$ cat src/rtl/hdmi_period_sequencer_if.sv
// Timing/period bundle between the HDMI period sequencer and the TMDS/TERC4 encoder muxes.
// The sequencer drives coordinates, syncs and mode; the packet source drives pkt_req.
interface hdmi_period_sequencer_if #(
  parameter int CORDW = 12
);
  logic [CORDW-1:0] sx;
  logic [CORDW-1:0] sy;
  logic             hsync;
  logic             vsync;
  logic             de;
  logic [2:0]       mode;
  logic [3:0]       ctl;
  logic             frame_start;
  logic             pkt_req;
  logic             pkt_ack;
  logic [4:0]       pkt_idx;

  modport master (
    output sx, sy, hsync, vsync, de, mode, ctl, frame_start, pkt_ack, pkt_idx,
    input  pkt_req
  );

  modport slave (
    input  sx, sy, hsync, vsync, de, mode, ctl, frame_start, pkt_ack, pkt_idx,
    output pkt_req
  );
endinterface

$ cat src/rtl/hdmi_period_sequencer.sv
// HDMI/DVI raster timing with TMDS period sequencing (control, preamble, guard, video, island).
// Define HDMI_DATA_ISLAND_EN to compile in the data-island scheduler; otherwise pkt_req is ignored.
//
// state    | meaning (island scheduler)
// DI_IDLE  | no island pending on the current line
// DI_ARMED | pkt_req seen at sx==H_ACTIVE-1; island runs from H_ACTIVE+4 to its trailing guard
module hdmi_period_sequencer #(
  parameter int H_ACTIVE   = 640,
  parameter int H_FP       = 16,
  parameter int H_SYNC     = 96,
  parameter int H_BP       = 48,
  parameter int V_ACTIVE   = 480,
  parameter int V_FP       = 10,
  parameter int V_SYNC     = 2,
  parameter int V_BP       = 33,
  parameter int H_POL      = 0,
  parameter int V_POL      = 0,
  parameter int CORDW      = 12,
  parameter int DI_PACKETS = 1
) (
  input  logic                    clk_pix,
  input  logic                    rst_in,
  hdmi_period_sequencer_if.master bus
);

  typedef enum logic [2:0] {
    M_CTRL   = 3'd0,
    M_VIDEO  = 3'd1,
    M_VGUARD = 3'd2,
    M_ISLAND = 3'd3,
    M_IGUARD = 3'd4,
    M_VPRE   = 3'd5,
    M_IPRE   = 3'd6
  } mode_e;

  localparam int H_TOTAL = H_ACTIVE + H_FP + H_SYNC + H_BP;
  localparam int V_TOTAL = V_ACTIVE + V_FP + V_SYNC + V_BP;

  localparam logic [CORDW-1:0] HA        = CORDW'(H_ACTIVE);
  localparam logic [CORDW-1:0] H_LAST    = CORDW'(H_TOTAL - 1);
  localparam logic [CORDW-1:0] HS_BEG    = CORDW'(H_ACTIVE + H_FP);
  localparam logic [CORDW-1:0] HS_END    = CORDW'(H_ACTIVE + H_FP + H_SYNC);
  localparam logic [CORDW-1:0] VPRE_BEG  = CORDW'(H_TOTAL - 10);
  localparam logic [CORDW-1:0] VGRD_BEG  = CORDW'(H_TOTAL - 2);
  localparam logic [CORDW-1:0] VA        = CORDW'(V_ACTIVE);
  localparam logic [CORDW-1:0] V_PRELAST = CORDW'(V_ACTIVE - 1);
  localparam logic [CORDW-1:0] V_LAST    = CORDW'(V_TOTAL - 1);
  localparam logic [CORDW-1:0] VS_BEG    = CORDW'(V_ACTIVE + V_FP);
  localparam logic [CORDW-1:0] VS_END    = CORDW'(V_ACTIVE + V_FP + V_SYNC);
  localparam logic             H_ON      = 1'(H_POL);
  localparam logic             V_ON      = 1'(V_POL);

  // Blanking must hold at least 12 CTRL + 8 preamble + 2 guard pixels.
  if (H_FP + H_SYNC + H_BP < 22) begin : g_blank_chk
    $error("hdmi_period_sequencer: horizontal blanking shorter than 22 pixels");
  end

  logic             run;
  logic [CORDW-1:0] sx, sy;
  logic [CORDW-1:0] sx_nxt, sy_nxt;
  logic             hsync_q, vsync_q, de_q, fs_q, ack_q;
  logic             hsync_nxt, vsync_nxt, de_nxt, fs_nxt, ack_nxt;
  logic             vid_line;
  mode_e            mode_q, mode_nxt;
  logic [3:0]       ctl_q, ctl_nxt;
  logic [4:0]       idx_q, idx_nxt;
  mode_e            di_mode;
  logic [4:0]       di_idx;

  // The first edge after reset only presents (0,0); counting starts on the next one.
  always_comb begin
    sx_nxt = '0;
    sy_nxt = '0;
    if (run) begin
      if (sx == H_LAST) begin
        sx_nxt = '0;
        sy_nxt = (sy == V_LAST) ? '0 : sy + CORDW'(1);
      end else begin
        sx_nxt = sx + CORDW'(1);
        sy_nxt = sy;
      end
    end
  end

  always_comb begin
    hsync_nxt = ((sx_nxt >= HS_BEG) && (sx_nxt < HS_END)) ? H_ON : ~H_ON;
    vsync_nxt = ((sy_nxt >= VS_BEG) && (sy_nxt < VS_END)) ? V_ON : ~V_ON;
    de_nxt    = (sx_nxt < HA) && (sy_nxt < VA);
    fs_nxt    = (sx_nxt == '0) && (sy_nxt == '0);
    vid_line  = (sy_nxt < V_PRELAST) || (sy_nxt == V_LAST);
    mode_nxt  = M_CTRL;
    ctl_nxt   = 4'b0000;
    ack_nxt   = 1'b0;
    idx_nxt   = '0;
    if (de_nxt) begin
      mode_nxt = M_VIDEO;
    end else if (vid_line && (sx_nxt >= VGRD_BEG)) begin
      mode_nxt = M_VGUARD;
    end else if (vid_line && (sx_nxt >= VPRE_BEG)) begin
      mode_nxt = M_VPRE;
      ctl_nxt  = 4'b0001;
    end else if (di_mode != M_CTRL) begin
      mode_nxt = di_mode;
      idx_nxt  = di_idx;
      ack_nxt  = (di_mode == M_ISLAND) && (di_idx == 5'd0);
      if (di_mode == M_IPRE) ctl_nxt = 4'b0101;
    end
  end

  always_ff @(posedge clk_pix or negedge rst_in) begin
    if (!rst_in) begin
      run     <= 1'b0;
      sx      <= '0;
      sy      <= '0;
      hsync_q <= ~H_ON;
      vsync_q <= ~V_ON;
      de_q    <= 1'b0;
      fs_q    <= 1'b0;
      mode_q  <= M_CTRL;
      ctl_q   <= 4'b0000;
      ack_q   <= 1'b0;
      idx_q   <= '0;
    end else begin
      run     <= 1'b1;
      sx      <= sx_nxt;
      sy      <= sy_nxt;
      hsync_q <= hsync_nxt;
      vsync_q <= vsync_nxt;
      de_q    <= de_nxt;
      fs_q    <= fs_nxt;
      mode_q  <= mode_nxt;
      ctl_q   <= ctl_nxt;
      ack_q   <= ack_nxt;
      idx_q   <= idx_nxt;
    end
  end

`ifdef HDMI_DATA_ISLAND_EN
  typedef enum logic {DI_IDLE, DI_ARMED} di_state_e;

  localparam int DI_S = H_ACTIVE + 4;
  localparam logic [CORDW-1:0] DI_SAMPLE = CORDW'(H_ACTIVE - 1);
  localparam logic [CORDW-1:0] IPRE_BEG  = CORDW'(DI_S);
  localparam logic [CORDW-1:0] IGL_BEG   = CORDW'(DI_S + 8);
  localparam logic [CORDW-1:0] ISL_BEG   = CORDW'(DI_S + 10);
  localparam logic [CORDW-1:0] IGT_BEG   = CORDW'(DI_S + 10 + 32 * DI_PACKETS);
  localparam logic [CORDW-1:0] DI_END    = CORDW'(DI_S + 12 + 32 * DI_PACKETS);
  localparam logic [CORDW-1:0] DI_LAST   = CORDW'(DI_S + 11 + 32 * DI_PACKETS);

  if ((DI_PACKETS < 1) || (DI_PACKETS > 2)) begin : g_pkt_chk
    $error("hdmi_period_sequencer: DI_PACKETS must be 1 or 2");
  end
  // Island has to finish with at least 12 CTRL pixels left before the video preamble.
  if (DI_S + 12 + 32 * DI_PACKETS > H_TOTAL - 22) begin : g_island_chk
    $error("hdmi_period_sequencer: data island does not fit in horizontal blanking");
  end

  di_state_e di_state, di_state_nxt;

  always_ff @(posedge clk_pix or negedge rst_in) begin
    if (!rst_in) di_state <= DI_IDLE;
    else         di_state <= di_state_nxt;
  end

  always_comb begin
    di_state_nxt = di_state;
    case (di_state)
      DI_IDLE:  if (run && (sx == DI_SAMPLE) && bus.pkt_req) di_state_nxt = DI_ARMED;
      DI_ARMED: if (sx == DI_LAST) di_state_nxt = DI_IDLE;
      default:  di_state_nxt = DI_IDLE;
    endcase
  end

  always_comb begin
    di_mode = M_CTRL;
    di_idx  = '0;
    if ((di_state_nxt == DI_ARMED) && (sx_nxt >= IPRE_BEG)) begin
      if (sx_nxt < IGL_BEG) begin
        di_mode = M_IPRE;
      end else if (sx_nxt < ISL_BEG) begin
        di_mode = M_IGUARD;
      end else if (sx_nxt < IGT_BEG) begin
        di_mode = M_ISLAND;
        di_idx  = 5'(sx_nxt - ISL_BEG);
      end else if (sx_nxt < DI_END) begin
        di_mode = M_IGUARD;
      end
    end
  end
`else
  logic unused_pkt_req;
  assign unused_pkt_req = bus.pkt_req;
  assign di_mode        = M_CTRL;
  assign di_idx         = '0;
`endif

  assign bus.sx          = sx;
  assign bus.sy          = sy;
  assign bus.hsync       = hsync_q;
  assign bus.vsync       = vsync_q;
  assign bus.de          = de_q;
  assign bus.frame_start = fs_q;
  assign bus.mode        = mode_q;
  assign bus.ctl         = ctl_q;
  assign bus.pkt_ack     = ack_q;
  assign bus.pkt_idx     = idx_q;

endmodule

$ cat src/flat_wrapper.sv
// flat-port wrapper written by rule: the top's interface ports become plain ports
module hdmi_period_sequencer_flat 
#(
  parameter int H_ACTIVE   = 640,
  parameter int H_FP       = 16,
  parameter int H_SYNC     = 96,
  parameter int H_BP       = 48,
  parameter int V_ACTIVE   = 480,
  parameter int V_FP       = 10,
  parameter int V_SYNC     = 2,
  parameter int V_BP       = 33,
  parameter int H_POL      = 0,
  parameter int V_POL      = 0,
  parameter int CORDW      = 12,
  parameter int DI_PACKETS = 1
)
  (clk_pix, rst_in, bus_sx, bus_sy, bus_hsync, bus_vsync, bus_de, bus_mode, bus_ctl, bus_frame_start, bus_pkt_ack, bus_pkt_idx, bus_pkt_req);
  hdmi_period_sequencer_if #(.CORDW(CORDW)) bus_i ();
  input  logic clk_pix;
  input  logic rst_in;
  output wire logic [$bits(bus_i.sx)-1:0] bus_sx;
  output wire logic [$bits(bus_i.sy)-1:0] bus_sy;
  output wire logic [$bits(bus_i.hsync)-1:0] bus_hsync;
  output wire logic [$bits(bus_i.vsync)-1:0] bus_vsync;
  output wire logic [$bits(bus_i.de)-1:0] bus_de;
  output wire logic [$bits(bus_i.mode)-1:0] bus_mode;
  output wire logic [$bits(bus_i.ctl)-1:0] bus_ctl;
  output wire logic [$bits(bus_i.frame_start)-1:0] bus_frame_start;
  output wire logic [$bits(bus_i.pkt_ack)-1:0] bus_pkt_ack;
  output wire logic [$bits(bus_i.pkt_idx)-1:0] bus_pkt_idx;
  input wire logic [$bits(bus_i.pkt_req)-1:0] bus_pkt_req;
  assign bus_sx = bus_i.sx;
  assign bus_sy = bus_i.sy;
  assign bus_hsync = bus_i.hsync;
  assign bus_vsync = bus_i.vsync;
  assign bus_de = bus_i.de;
  assign bus_mode = bus_i.mode;
  assign bus_ctl = bus_i.ctl;
  assign bus_frame_start = bus_i.frame_start;
  assign bus_pkt_ack = bus_i.pkt_ack;
  assign bus_pkt_idx = bus_i.pkt_idx;
  assign bus_i.pkt_req = bus_pkt_req;
  hdmi_period_sequencer #(.H_ACTIVE(H_ACTIVE), .H_FP(H_FP), .H_SYNC(H_SYNC), .H_BP(H_BP), .V_ACTIVE(V_ACTIVE), .V_FP(V_FP), .V_SYNC(V_SYNC), .V_BP(V_BP), .H_POL(H_POL), .V_POL(V_POL), .CORDW(CORDW), .DI_PACKETS(DI_PACKETS)) u_core (.clk_pix(clk_pix), .rst_in(rst_in), .bus(bus_i));
endmodule
$ cat config.mk
export PLATFORM = sky130hd
export DESIGN_NAME = hdmi_period_sequencer_flat
export DESIGN_NICKNAME = d
export VERILOG_FILES = /design/src/rtl/hdmi_period_sequencer_if.sv /design/src/rtl/hdmi_period_sequencer.sv /design/src/flat_wrapper.sv
export SDC_FILE = /design/constraint.sdc
export NUM_CORES = 1
export LEC_CHECK = 0
export BUFFER_PORTS_ARGS = -buffer_cell sky130_fd_sc_hd__clkbuf_2
export CORE_ASPECT_RATIO = 2
export CORE_MARGIN = 4
export CORE_UTILIZATION = 59
export DETAILED_ROUTE_END_ITERATION = 10
export PLACE_DENSITY = 0.88
export SLEW_MARGIN = 25
export SYNTH_ARGS = -nofsm -noshare
export SYNTH_HDL_FRONTEND = slang
export SYNTH_SLANG_ARGS = --single-unit
export TNS_END_PERCENT = 10
$ cat constraint.sdc
create_clock -name clk_pix -period 4.45 [get_ports clk_pix]
set_clock_uncertainty 0.2 [all_clocks]
set_input_delay 1.1125 -clock clk_pix [delete_from_list [all_inputs] [get_ports clk_pix]]
set_output_delay 1.1125 -clock clk_pix [all_outputs]
set_load 0.05 [all_outputs]
==> reports/summary.md <==
• **status** complete, no violations
• **Clock Power Share** 46.0%
• **Clock Sink Count** 32
• **internal power of the cells** 504 uW
• **ratio of final minimum period to clock period** 77.7%
• **quantity of hold-fixing buffers added after cts** 0
• **total length of routed wires** 5600 um
• **number of design rule violations left after detail routing** 0
• **Async SR Flop Fraction** 100%
• **destination of the critical timing path** u_core.bus.frame_start
• **Final GP Congestion** 0.960
• **HPWL Detailed** 4190 um
• **top fanout value on the critical path** 12
• **Power per Cell Area** 270 nW/um^2
• **maximum buffer depth of the clock tree** 2
• **1st-iter DRT viols** 77
• **Antenna Diode Count** 0
• **clock-pin slew of the registers on the worst-case setup and hold paths** 70 ps
• **Pleak** 1.03 nW
• **ranking of synthesized cells by area** sky130_fd_sc_hd__dfrtp_1, sky130_fd_sc_hd__nor2_1, sky130_fd_sc_hd__xnor2_1
• **type of the worst min-delay path** reg -> reg
• **setup repair after global routing missed its margin** no
• **antenna violations before repair** 0
• **vias post-DR** 2028
• **Yosys warning count** 0
• **largest voltage drop on the vdd net** 0.000258 V
• **most frequent cells in the layout** sky130_fd_sc_hd__clkbuf_2, sky130_fd_sc_hd__nor2_1, sky130_fd_sc_hd__dfrtp_1
• **CTS root buffer** sky130_fd_sc_hd__clkbuf_8
• **Critical Path Source Type** flop
• **wire length of the first global-routing pass** 9390 um
• **Register Area** 803 sq um
• **cell type of the slowest stage on the worst timing path** sky130_fd_sc_hd__o31ai_4
• **Port-buffer cells** 33
• **post-CTS repair timing setup buffer count** 0
• **cell chain of the critical path** ha_1 > nand4_1 > o31ai_4 > a21oi_1 > or4_1 > or3_1 > nor4_2
• **final count of pins violating max slew** 0
• **switching power summed over all nets** 163 uW
• **WS Path Type** reg -> reg
• **register share of total power** 45.0%
• **P&R area growth vs syn** 11.1%
• **Setup crit start** u_core.bus.sx[0]
• **mean instance size in the synthesized netlist** 8.75 sq um
• **area of the core** 3650 sq um
• **switching share of total power** 24.4%
• **worst setup slack before clock tree synthesis** 1000 ps
• **area of combinational cells with multiple inputs** 1250 sq um
• **Avg WL per Cell** 16.9 um
• **top-area cell type share of the netlist area** 33.8%
• **DIE AREA** 4870 sq um
• **maximum number of pins on one net before global-route repair** 33
• **width of the die** 51.4 um
• **filler-free cell count of the finished design** 332
• **crit path time final** 3460 ps
• **sequential-to-total area share from yosys stat** 36.1%
• **required arrival time at the worst endpoint** 4450 ps
• **flip-flop cell with the highest count after synthesis** sky130_fd_sc_hd__dfrtp_1
• **All-Layer GR Usage** 25.8%
• **count of final hold-check violations** 0
• **count of mapped cells out of synthesis** 254
• **H-tree depth** 2
• **num rows** 31
• **peak per-stage delay on the critical path** 650 ps
• **combinational share of power** 9.0%
• **Gates resized, CTS repair** 0
• **io pins** 44
• **total standard cell area after synthesis** 2220 sq um
• **EDFF count, synth** 0
• **RR Startpoint** u_core.bus.sx[0]
• **biggest area consumer among synthesized cells** sky130_fd_sc_hd__dfrtp_1
• **Num CTS Buffers** 5
• **number of global-route vias before repair** 2030
• **Detailed Routing Iterations Pass 1** 4
• **clock tree from TritonCTS** done
• **number of different library cells in the post-synthesis netlist** 57
• **fill cell total of the finished layout** 334
• **total of endpoints with negative setup slack in the final report** 0
• **Worst R2R Setup Slack** 990 ps
• **worst-case reg-to-reg path depth** 7
• **clock latency on the worst-skew pair** 290 ps
• **Total Nets Final** 288
• **commonest non-fill, non-tap cell in the layout** sky130_fd_sc_hd__clkbuf_2
• **maximum capacitance violations** 0
• **number of vias per cell after detailed routing** 6.11
• **Max-Slew Margin vs Limit** 46.0%
• **overall overflow remaining after global route** 0
• **DP Cell Count** 324
• **end of the worst register-to-register path** u_core.bus.frame_start
• **Seq cells post-synth** 32
• **Final WS setup** 993 ps
• **share of final-layout standard cells stronger than drive strength 1** 19.1%
• **arrival time at the worst endpoint** 3450 ps
• **remaining antenna violation count after routing** 0
• **Total Negative Setup Slacks** 0 ps
• **critical path capture point type** flop
• **maximum clock frequency** 0.289 GHz
• **Worst-Margin Slew** 809 ps
• **DIE HEIGHT** 94.8 um
• **starting utilization of the core area** 61.0%
==> layer usage <==
metal  vias up  wire, um  GRT usage (%)  share of wire, %
li1        956         -              -                 -
met3        27       218           4.42               3.9
met4         0       362           19.3               6.5
met1       975      1960           26.0                35
met5         -         0              0                 0
met2        70      3060           45.4                55
==> per-stage QoR <==
stage                     power [mW]  instance area, sq um  utilization [%]  hold WS, ps
after global routing           0.693                  2470             67.7          407
after detailed placement       0.366                  2340             64.3          360
after CTS                      0.674                  2470             67.7          371
after floorplan                0.358                  2250                -          408
final                          0.668                  2470             67.7          366
after global placement         0.365                  2340             64.3          342
==> cell families after synthesis <==
group | after synthesis | share of synthesized area [%]
xor gates and xnor gates | 17 | 6.70
muxes | 3 | 1.35
and+or+nand+nor | 113 | 29.4
adders and majority gates | 3 | 1.69
other | 2 | 0.338
AOI/OAI and AO/OA | 50 | 15.5
DFF | 32 | 36.1
buffers and inverters | 34 | 8.83
==> synthesized netlist by cell type, drive strengths merged, types with 5 or more instances <==
master and instances:
o31ai 5, buf 18, nand4 8, o21ai 11, nand2 9, inv 12, nor2 30, nand3 13
or3 9, nor3 9, xor2 6, xnor2 11, a21oi 12, dfrtp 30
==> worst min-delay path by stage <==
| stage | startpoint | to | slack (ps) | depth (start not counted) |
|---|---|---|---|---|
| after floorplan | u_core.run | u_core.bus.sx[4] | 410 | 2 |
| after global placement | u_core.bus.sx[0] | u_core.bus.sx[0] | 340 | 1 |
| after detailed placement | u_core.bus.sx[0] | u_core.bus.sx[0] | 360 | 1 |
| after CTS | u_core.bus.sx[0] | u_core.bus.sx[0] | 370 | 1 |
| after global routing | u_core.bus.sx[0] | u_core.bus.sx[0] | 410 | 1 |
| final | u_core.bus.sx[0] | u_core.bus.sx[0] | 370 | 1 |
==> sequential cells by signal, summed over array words and instances (netlist names) <==
register                cells
u_core.bus.sx              12
u_core.run                  1
u_core.bus.vsync            1
u_core.bus.sy              12
u_core.bus.frame_start      1
u_core.bus.de               1
u_core.bus.mode             2
u_core.bus.hsync            1
u_core.bus.ctl              1
==> layout make-up <==
cell class	instances	share of cell area, %
clock buffers	7	3.90
well taps	49	2.48
flip-flops and latches	32	32.5
inverters	12	1.82
multi-input cells	196	50.8
clock inverters	1	1.22
repair buffers	35	7.29
==> power by group through the flow <==
| stage | logic, mW | clock network (mW) | registers, mW |
|---|---|---|---|
| floorplan | 0.0447 | 0 | 0.314 |
| global placement | 0.0594 | 0 | 0.305 |
| detailed placement | 0.0607 | 0 | 0.306 |
| CTS | 0.0608 | 0.312 | 0.300 |
| global route | 0.0654 | 0.326 | 0.301 |
| finish | 0.0603 | 0.307 | 0.300 |
==> worst max-delay path, delay by kind of cell (launching register included) <==
kind | cells | cell delay, ps
and+or+nand+nor | 4 | 1530
AOI/OAI and AO/OA | 2 | 880
DFF | 1 | 450
adders and majority gates | 1 | 300
(Power assumes the default switching activity.)
